**config.mk**
```make
export PLATFORM = sky130hd
export DESIGN_NAME = btb_param
export DESIGN_NICKNAME = d
export VERILOG_FILES = /design/src/rtl/btb_pkg.sv /design/src/rtl/sat_counter.sv /design/src/rtl/btb_param.sv
export SDC_FILE = /design/constraint.sdc
export NUM_CORES = 2
export LEC_CHECK = 0
export BUFFER_PORTS_ARGS = -buffer_cell sky130_fd_sc_hd__clkbuf_2
export CAP_MARGIN = 20
export CORE_ASPECT_RATIO = 0.8
export CORE_MARGIN = 2
export CORE_UTILIZATION = 45
export DETAILED_ROUTE_END_ITERATION = 7
export SLEW_MARGIN = 20
export SYNTH_ARGS = -nofsm -noshare
export SYNTH_HDL_FRONTEND = slang
export SYNTH_SLANG_ARGS = --single-unit
```
**constraint.sdc**
```tcl
create_clock -name clk -period 4.4 [get_ports clk]
set_clock_uncertainty 0.1 [all_clocks]
set_input_delay 0.22 -clock clk [delete_from_list [all_inputs] [get_ports clk]]
set_output_delay 0.22 -clock clk [all_outputs]
set_load 0.02 [all_outputs]
```
**src/rtl/btb_pkg.sv**
```systemverilog
// Shared helpers for the branch target buffer: index/tag geometry, counter
// initial/allocation values and the counter update operation.
package btb_pkg;

  typedef enum logic [1:0] {
    CNT_HOLD = 2'd0,
    CNT_INC  = 2'd1,
    CNT_DEC  = 2'd2
  } cnt_op_t;

  function automatic int idx_w(input int entries);
    return $clog2(entries);
  endfunction

  // Lowest PC bit used for indexing: compressed code is halfword aligned.
  function automatic int idx_base(input int rvc);
    return (rvc != 0) ? 1 : 2;
  endfunction

  function automatic int tag_lo(input int entries, input int rvc);
    return idx_base(rvc) + idx_w(entries);
  endfunction

  // Weakly not-taken after reset, weakly taken on allocation.
  function automatic int cnt_init(input int cnt_w);
    return (1 << (cnt_w - 1)) - 1;
  endfunction

  function automatic int cnt_alloc(input int cnt_w);
    return 1 << (cnt_w - 1);
  endfunction

endpackage

```
**src/rtl/sat_counter.sv**
```systemverilog
// Saturating up/down counter step: returns the next value, never wrapping.
module sat_counter
  import btb_pkg::*;
#(
  parameter int W = 2
) (
  input  logic [W-1:0] cnt,
  input  cnt_op_t      op,
  output logic [W-1:0] cnt_next
);

  always_comb begin
    cnt_next = cnt;
    case (op)
      CNT_INC: if (cnt != '1) cnt_next = cnt + W'(1);
      CNT_DEC: if (cnt != '0) cnt_next = cnt - W'(1);
      default: cnt_next = cnt;
    endcase
  end

endmodule

```
**src/rtl/btb_param.sv**
```systemverilog
// Branch target buffer with saturating-counter direction prediction: stage-1
// lookup, stage-3 resolve/update, mispredict flush and perf counters.
module btb_param
  import btb_pkg::*;
#(
  parameter int ENTRIES = 32,
  parameter int CNT_W   = 2,
  parameter int TAG_W   = 8,
  parameter int RVC     = 1,
  parameter int PERF_W  = 32
) (
  input  logic              clk,
  input  logic              rst_n,
  input  logic              memory_stall,
  input  logic              L_W,
  input  logic [31:0]       instructionPC_1,
  output logic              taken,
  output logic [31:0]       branchPC,
  output logic              flush,
  input  logic              is_branchInst_3,
  input  logic [31:0]       instructionPC_3,
  input  logic              is_compressed_3,
  input  logic              taken_3,
  input  logic [31:0]       target_3,
  input  logic              prev_taken_3,
  input  logic [31:0]       prev_target_3,
  output logic [PERF_W-1:0] perf_branches,
  output logic [PERF_W-1:0] perf_mispred
);

  localparam int IW = idx_w(ENTRIES);
  localparam int IB = idx_base(RVC);
  localparam int TL = tag_lo(ENTRIES, RVC);
  localparam logic [CNT_W-1:0] CNT_INIT  = CNT_W'(cnt_init(CNT_W));
  localparam logic [CNT_W-1:0] CNT_ALLOC = CNT_W'(cnt_alloc(CNT_W));

  typedef struct packed {
    logic             valid;
    logic [TAG_W-1:0] tag;
    logic [31:0]      target;
    logic [CNT_W-1:0] cnt;
  } entry_t;

  entry_t           mem [ENTRIES];
  entry_t           e_1, e_3;
  logic [IW-1:0]    idx_1, idx_3;
  logic [TAG_W-1:0] tag_1, tag_3;
  logic             hit_1, hit_3, mis, upd;
  logic [31:0]      fall_through;
  logic [CNT_W-1:0] cnt_next;
  cnt_op_t          cnt_op;
  logic             unused_pc_bits;

  // Bits outside the index/tag fields are intentionally ignored.
  assign unused_pc_bits = ^{instructionPC_1, instructionPC_3};

  assign idx_1 = instructionPC_1[IB +: IW];
  assign tag_1 = instructionPC_1[TL +: TAG_W];
  assign idx_3 = instructionPC_3[IB +: IW];
  assign tag_3 = instructionPC_3[TL +: TAG_W];
  assign e_1   = mem[idx_1];
  assign e_3   = mem[idx_3];

  assign hit_1 = L_W & e_1.valid & (e_1.tag == tag_1);
  assign hit_3 = e_3.valid & (e_3.tag == tag_3);

  assign mis = is_branchInst_3 &
               ((taken_3 != prev_taken_3) |
                (taken_3 & prev_taken_3 & (target_3 != prev_target_3)));
  assign flush = mis;
  assign taken = hit_1 & e_1.cnt[CNT_W-1] & ~flush;

  assign fall_through = instructionPC_3 +
                        (((RVC != 0) && is_compressed_3) ? 32'd2 : 32'd4);

  always_comb begin
    branchPC = 32'd0;
    if (flush) branchPC = taken_3 ? target_3 : fall_through;
    else if (taken) branchPC = e_1.target;
  end

  always_comb begin
    cnt_op = CNT_HOLD;
    if (hit_3) cnt_op = taken_3 ? CNT_INC : CNT_DEC;
  end

  sat_counter #(.W(CNT_W)) u_sat_counter (
    .cnt      (e_3.cnt),
    .op       (cnt_op),
    .cnt_next (cnt_next)
  );

  assign upd = is_branchInst_3 & ~memory_stall;

  // Lookup reads mem directly, so a same-cycle update is not bypassed.
  always_ff @(posedge clk or negedge rst_n) begin
    if (!rst_n) begin
      for (int i = 0; i < ENTRIES; i++) begin
        mem[i] <= '{valid: 1'b0, tag: '0, target: 32'd0, cnt: CNT_INIT};
      end
    end else if (upd) begin
      if (hit_3) begin
        mem[idx_3].cnt <= cnt_next;
        if (taken_3) mem[idx_3].target <= target_3;
      end else if (taken_3) begin
        mem[idx_3] <= '{valid: 1'b1, tag: tag_3, target: target_3, cnt: CNT_ALLOC};
      end
    end
  end

  always_ff @(posedge clk or negedge rst_n) begin
    if (!rst_n) begin
      perf_branches <= '0;
      perf_mispred  <= '0;
    end else if (!memory_stall) begin
      if (is_branchInst_3) perf_branches <= perf_branches + PERF_W'(1);
      if (mis)             perf_mispred  <= perf_mispred + PERF_W'(1);
    end
  end

endmodule

```
==> flow_summary.yaml <==
synthesis:
  syn_nets: 4742
  ys_async_sr_fraction: 1.00
  ys_warn_count: 0
  seq_area_frac_synth: 0.519
  synth_flop_cell: "dfrtp_1"
  synth_cells: 4600
  synth_edf_count: 0
  syn_area_sq_um: 69500
  syn-mean-instance-area_sq_um: 15.1
  synth_seq_cells: 1440
  synth.distinct_cells: 62
die:
  core_sq_um: 153000
  die-width_um: 443
  ios: 234
  row_count: 128
  initial_core_util: 0.455
  die_area_sq_um: 158000
  die_y_um: 355
layout:
  stdcell_count: 6957
  nNetsFinal: 4969
  syn_to_final_growth_pct: 14.3
  fillCellCount: 12800
  fin_util: 0.520
  drive_gt1_frac: 0.499
drt:
  dr_wl_met3_mm: 12.2
  wl_mm: 206
  ant_nets: 0
  drcViolationCount: 0
  wl_per_cell_um: 29.5
  drt-met1-wl_mm: 94.0
  drt-initial-drc-count: 3517
  wl_met2_mm: 94.0
  num_vias: 42400
  routed.top_layer: "met5"
  via_per_inst: 6.10
  detail_route.first_pass.iterations: 5
critical_path:
  slowest_stage: "mux4_2"
  crit_arrival_ps: 3950
  critPathMaxFanout: 16
  crit_buf_inv: 3
  cp_top_family: "multiplexers"
  cp_common_cell: "mux4_2"
  crit_required_ps: 4080
  worstSetupPathType: "register to primary output"
  crit_path_end_kind: "primary output"
  start_kind: "register"
  crit_path_max_incr_delay_ps: 540
  path_cells: "mux4_2 -> mux4_2 -> mux2i_1 -> xor2_1 -> and4b_1 -> nand3_4 -> buf_12 -> bufbuf_16 -> o21ai_0 -> buf_4"
global_routing:
  track_usage: 0.264
  grt_max_degree: 131
  grt_pass1_vias: 43200
  overflow: 0
  antenna_found_initial: 5
  grt_pass1_wl_mm: 305
sta:
  tns_ps: 0
  finalCritPeriodShare: 0.971
  fmax_mhz: 234
  fin_crit_ps: 4270
  tightest_slew_ps: 938
  rsz0062_at_grt: "true"
  hold_viol: 0
  slew_violations: 0
  maxSlewHeadroom: 0.374
  worst_slack_ps: 126
  setup_viol: 0
cts:
  htree_levels: 4
  clkTransAtPathRegs_ps: 60
  cts_tree: "built"
  numClockSinks: 1440
  cts_buffer_depth: 3
  numCtsBuffers: 152
  insertion_delay_ps: 810
  clockRootBuffer: "clkbuf_16"
power:
  power.total_mw: 31.7
  ir_drop_uv: 287
  p_leak_nw: 36.6
  power.density_nw_per_um2: 399
placement:
  io_buffers: 214
  dp_cells: 6648
  dp_slack_ps: -224
  place_hpwl_mm: 122
  gp_congestion: 0.827
job:
  cap_viol_max_count: 0
outcome:
  status: "complete, no violations"
min_path:
  min_path_type: "primary input to register"
[metal layers]
layer  global-route usage  vias to the layer above
met3               0.0409                      282
met5                    0                        -
li1                     -                    17700
met1                0.394                    23200
met2                0.400                     1291
met4               0.0780                        2
[cells in the mapped netlist (37+ instances only)]
library cell | count | share of area
dfrtp_1 | 1408 | 0.51
mux2_2 | 1216 | 0.20
mux4_2 | 470 | 0.15
clkbuf_1 | 214 | 0.012
nand2_1 | 142 | 0.0077
buf_2 | 130 | 0.0094
nor2_1 | 120 | 0.0065
xnor2_1 | 101 | 0.013
o21ai_0 | 100 | 0.0072
mux2i_1 | 92 | 0.013
mux2_1 | 68 | 0.011
nand3_1 | 65 | 0.0047
a22oi_1 | 43 | 0.0046
buf_1 | 39 | 0.0021
nand2b_1 | 37 | 0.0033
[worst paths after layout]
path                       depth (start not counted)              start  slack [ps]           endpoint
setup / recovery                                  10            mem[81]         130       branchPC[20]
hold / removal                                     3        target_3[8]          80          mem[1257]
setup reg to reg                                   9           mem[509]         850           mem[723]
hold reg to reg                                    1  perf_branches[31]         370  perf_branches[31]
max in group asynchronous                          4              rst_n        2690           mem[966]
min in group asynchronous                          3              rst_n         430           mem[735]
[placed cells by master, fill, tap and decap left out, types with 14 or more instances in the layout]
cell / synthesis / final
nand4_1: 34 / 34
a2bb2oi_1: 32 / 32
nand2_4: 24 / 32
clkbuf_2: 0 / 187
mux2_1: 68 / 68
nor2_1: 120 / 95
nor2_4: 0 / 24
mux2_2: 1216 / 1216
mux4_2: 470 / 470
nand2b_1: 37 / 37
dlygate4sd3_1: 0 / 37
dfrtp_1: 1408 / 1408
clkbuf_1: 214 / 45
xor2_1: 33 / 33
buf_12: 0 / 54
mux2i_1: 92 / 92
clkbuf_8: 0 / 30
and3_1: 14 / 14
o21ai_1: 30 / 51
dfstp_2: 32 / 32
nand3_1: 65 / 64
xnor2_1: 101 / 101
o21ai_0: 100 / 76
a22oi_1: 43 / 43
buf_4: 11 / 188
nand2_1: 142 / 134
clkbuf_16: 0 / 159
clkinv_2: 0 / 14
[final cells by class]
type                       count  area, sq um  share of cell area
sequential                  1440        36100               0.454
multi-input combinational   2743        31900               0.401
clock buffer                 234         4560              0.0574
timing repair buffer         480         3960              0.0499
tap                         2015         2520              0.0317
clock inverter                33          387             0.00487
inverter                      10         37.5            0.000473
antenna                        2         5.00           0.0000630
[worst reg2reg max path, cell delays in order (launching register included)]
cell and delay (ps):
dfrtp_1 410, mux4_2 460, a22oi_1 520, nand4_1 260
xor2_1 210, nor2_1 340, nand4_4 180, buf_12 260
nand2_4 300, mux2_2 380
[stage by stage]
| step | hold WS (ps) | cell area [sq um] |
|---|---|---|
| after floorplan | -176 | 69500 |
| after global placement | 196 | 73900 |
| after detailed placement | 208 | 73900 |
| after CTS | 28.4 | 79400 |
| after global routing | 66.6 | 79400 |
| final | 77.4 | 79400 |
[registers in the layout, indices dropped and copies added (netlist names)]
name           cells
perf_branches     32
perf_mispred      32
mem             1376
[repair_timing]
action                     4_1_cts  5_1_grt
hold endpoints to repair      1317        0
resized for setup               17       45
setup buffers                    1        0
gates cloned                     1        0
setup endpoints to repair       32       25
pin swaps                        2        1
hold buffers                    38        0
[where the power goes]
part | leakage [nW] | total [mW] | internal, mW | switching, mW
sequential | 19.5 | 15.0 | 14.3 | 0.647
combinational | 14.7 | 3.72 | 1.93 | 1.80
clock | 2.42 | 13.0 | 7.48 | 5.47
total | 36.6 | 31.7 | 23.7 | 7.92
[kinds of logic after synthesis]
group	count (synthesis)	synth area share
multiplexers	1846	0.374
flip-flops	1440	0.519
AND/OR/NAND/NOR	506	0.0387
buffers and inverters	417	0.0269
AO/OA/AOI/OAI	248	0.0231
XOR/XNOR	135	0.0171
adder cells (fa/ha/maj)	8	0.00148
No activity file was read; power rests on OpenSTA's default activity.
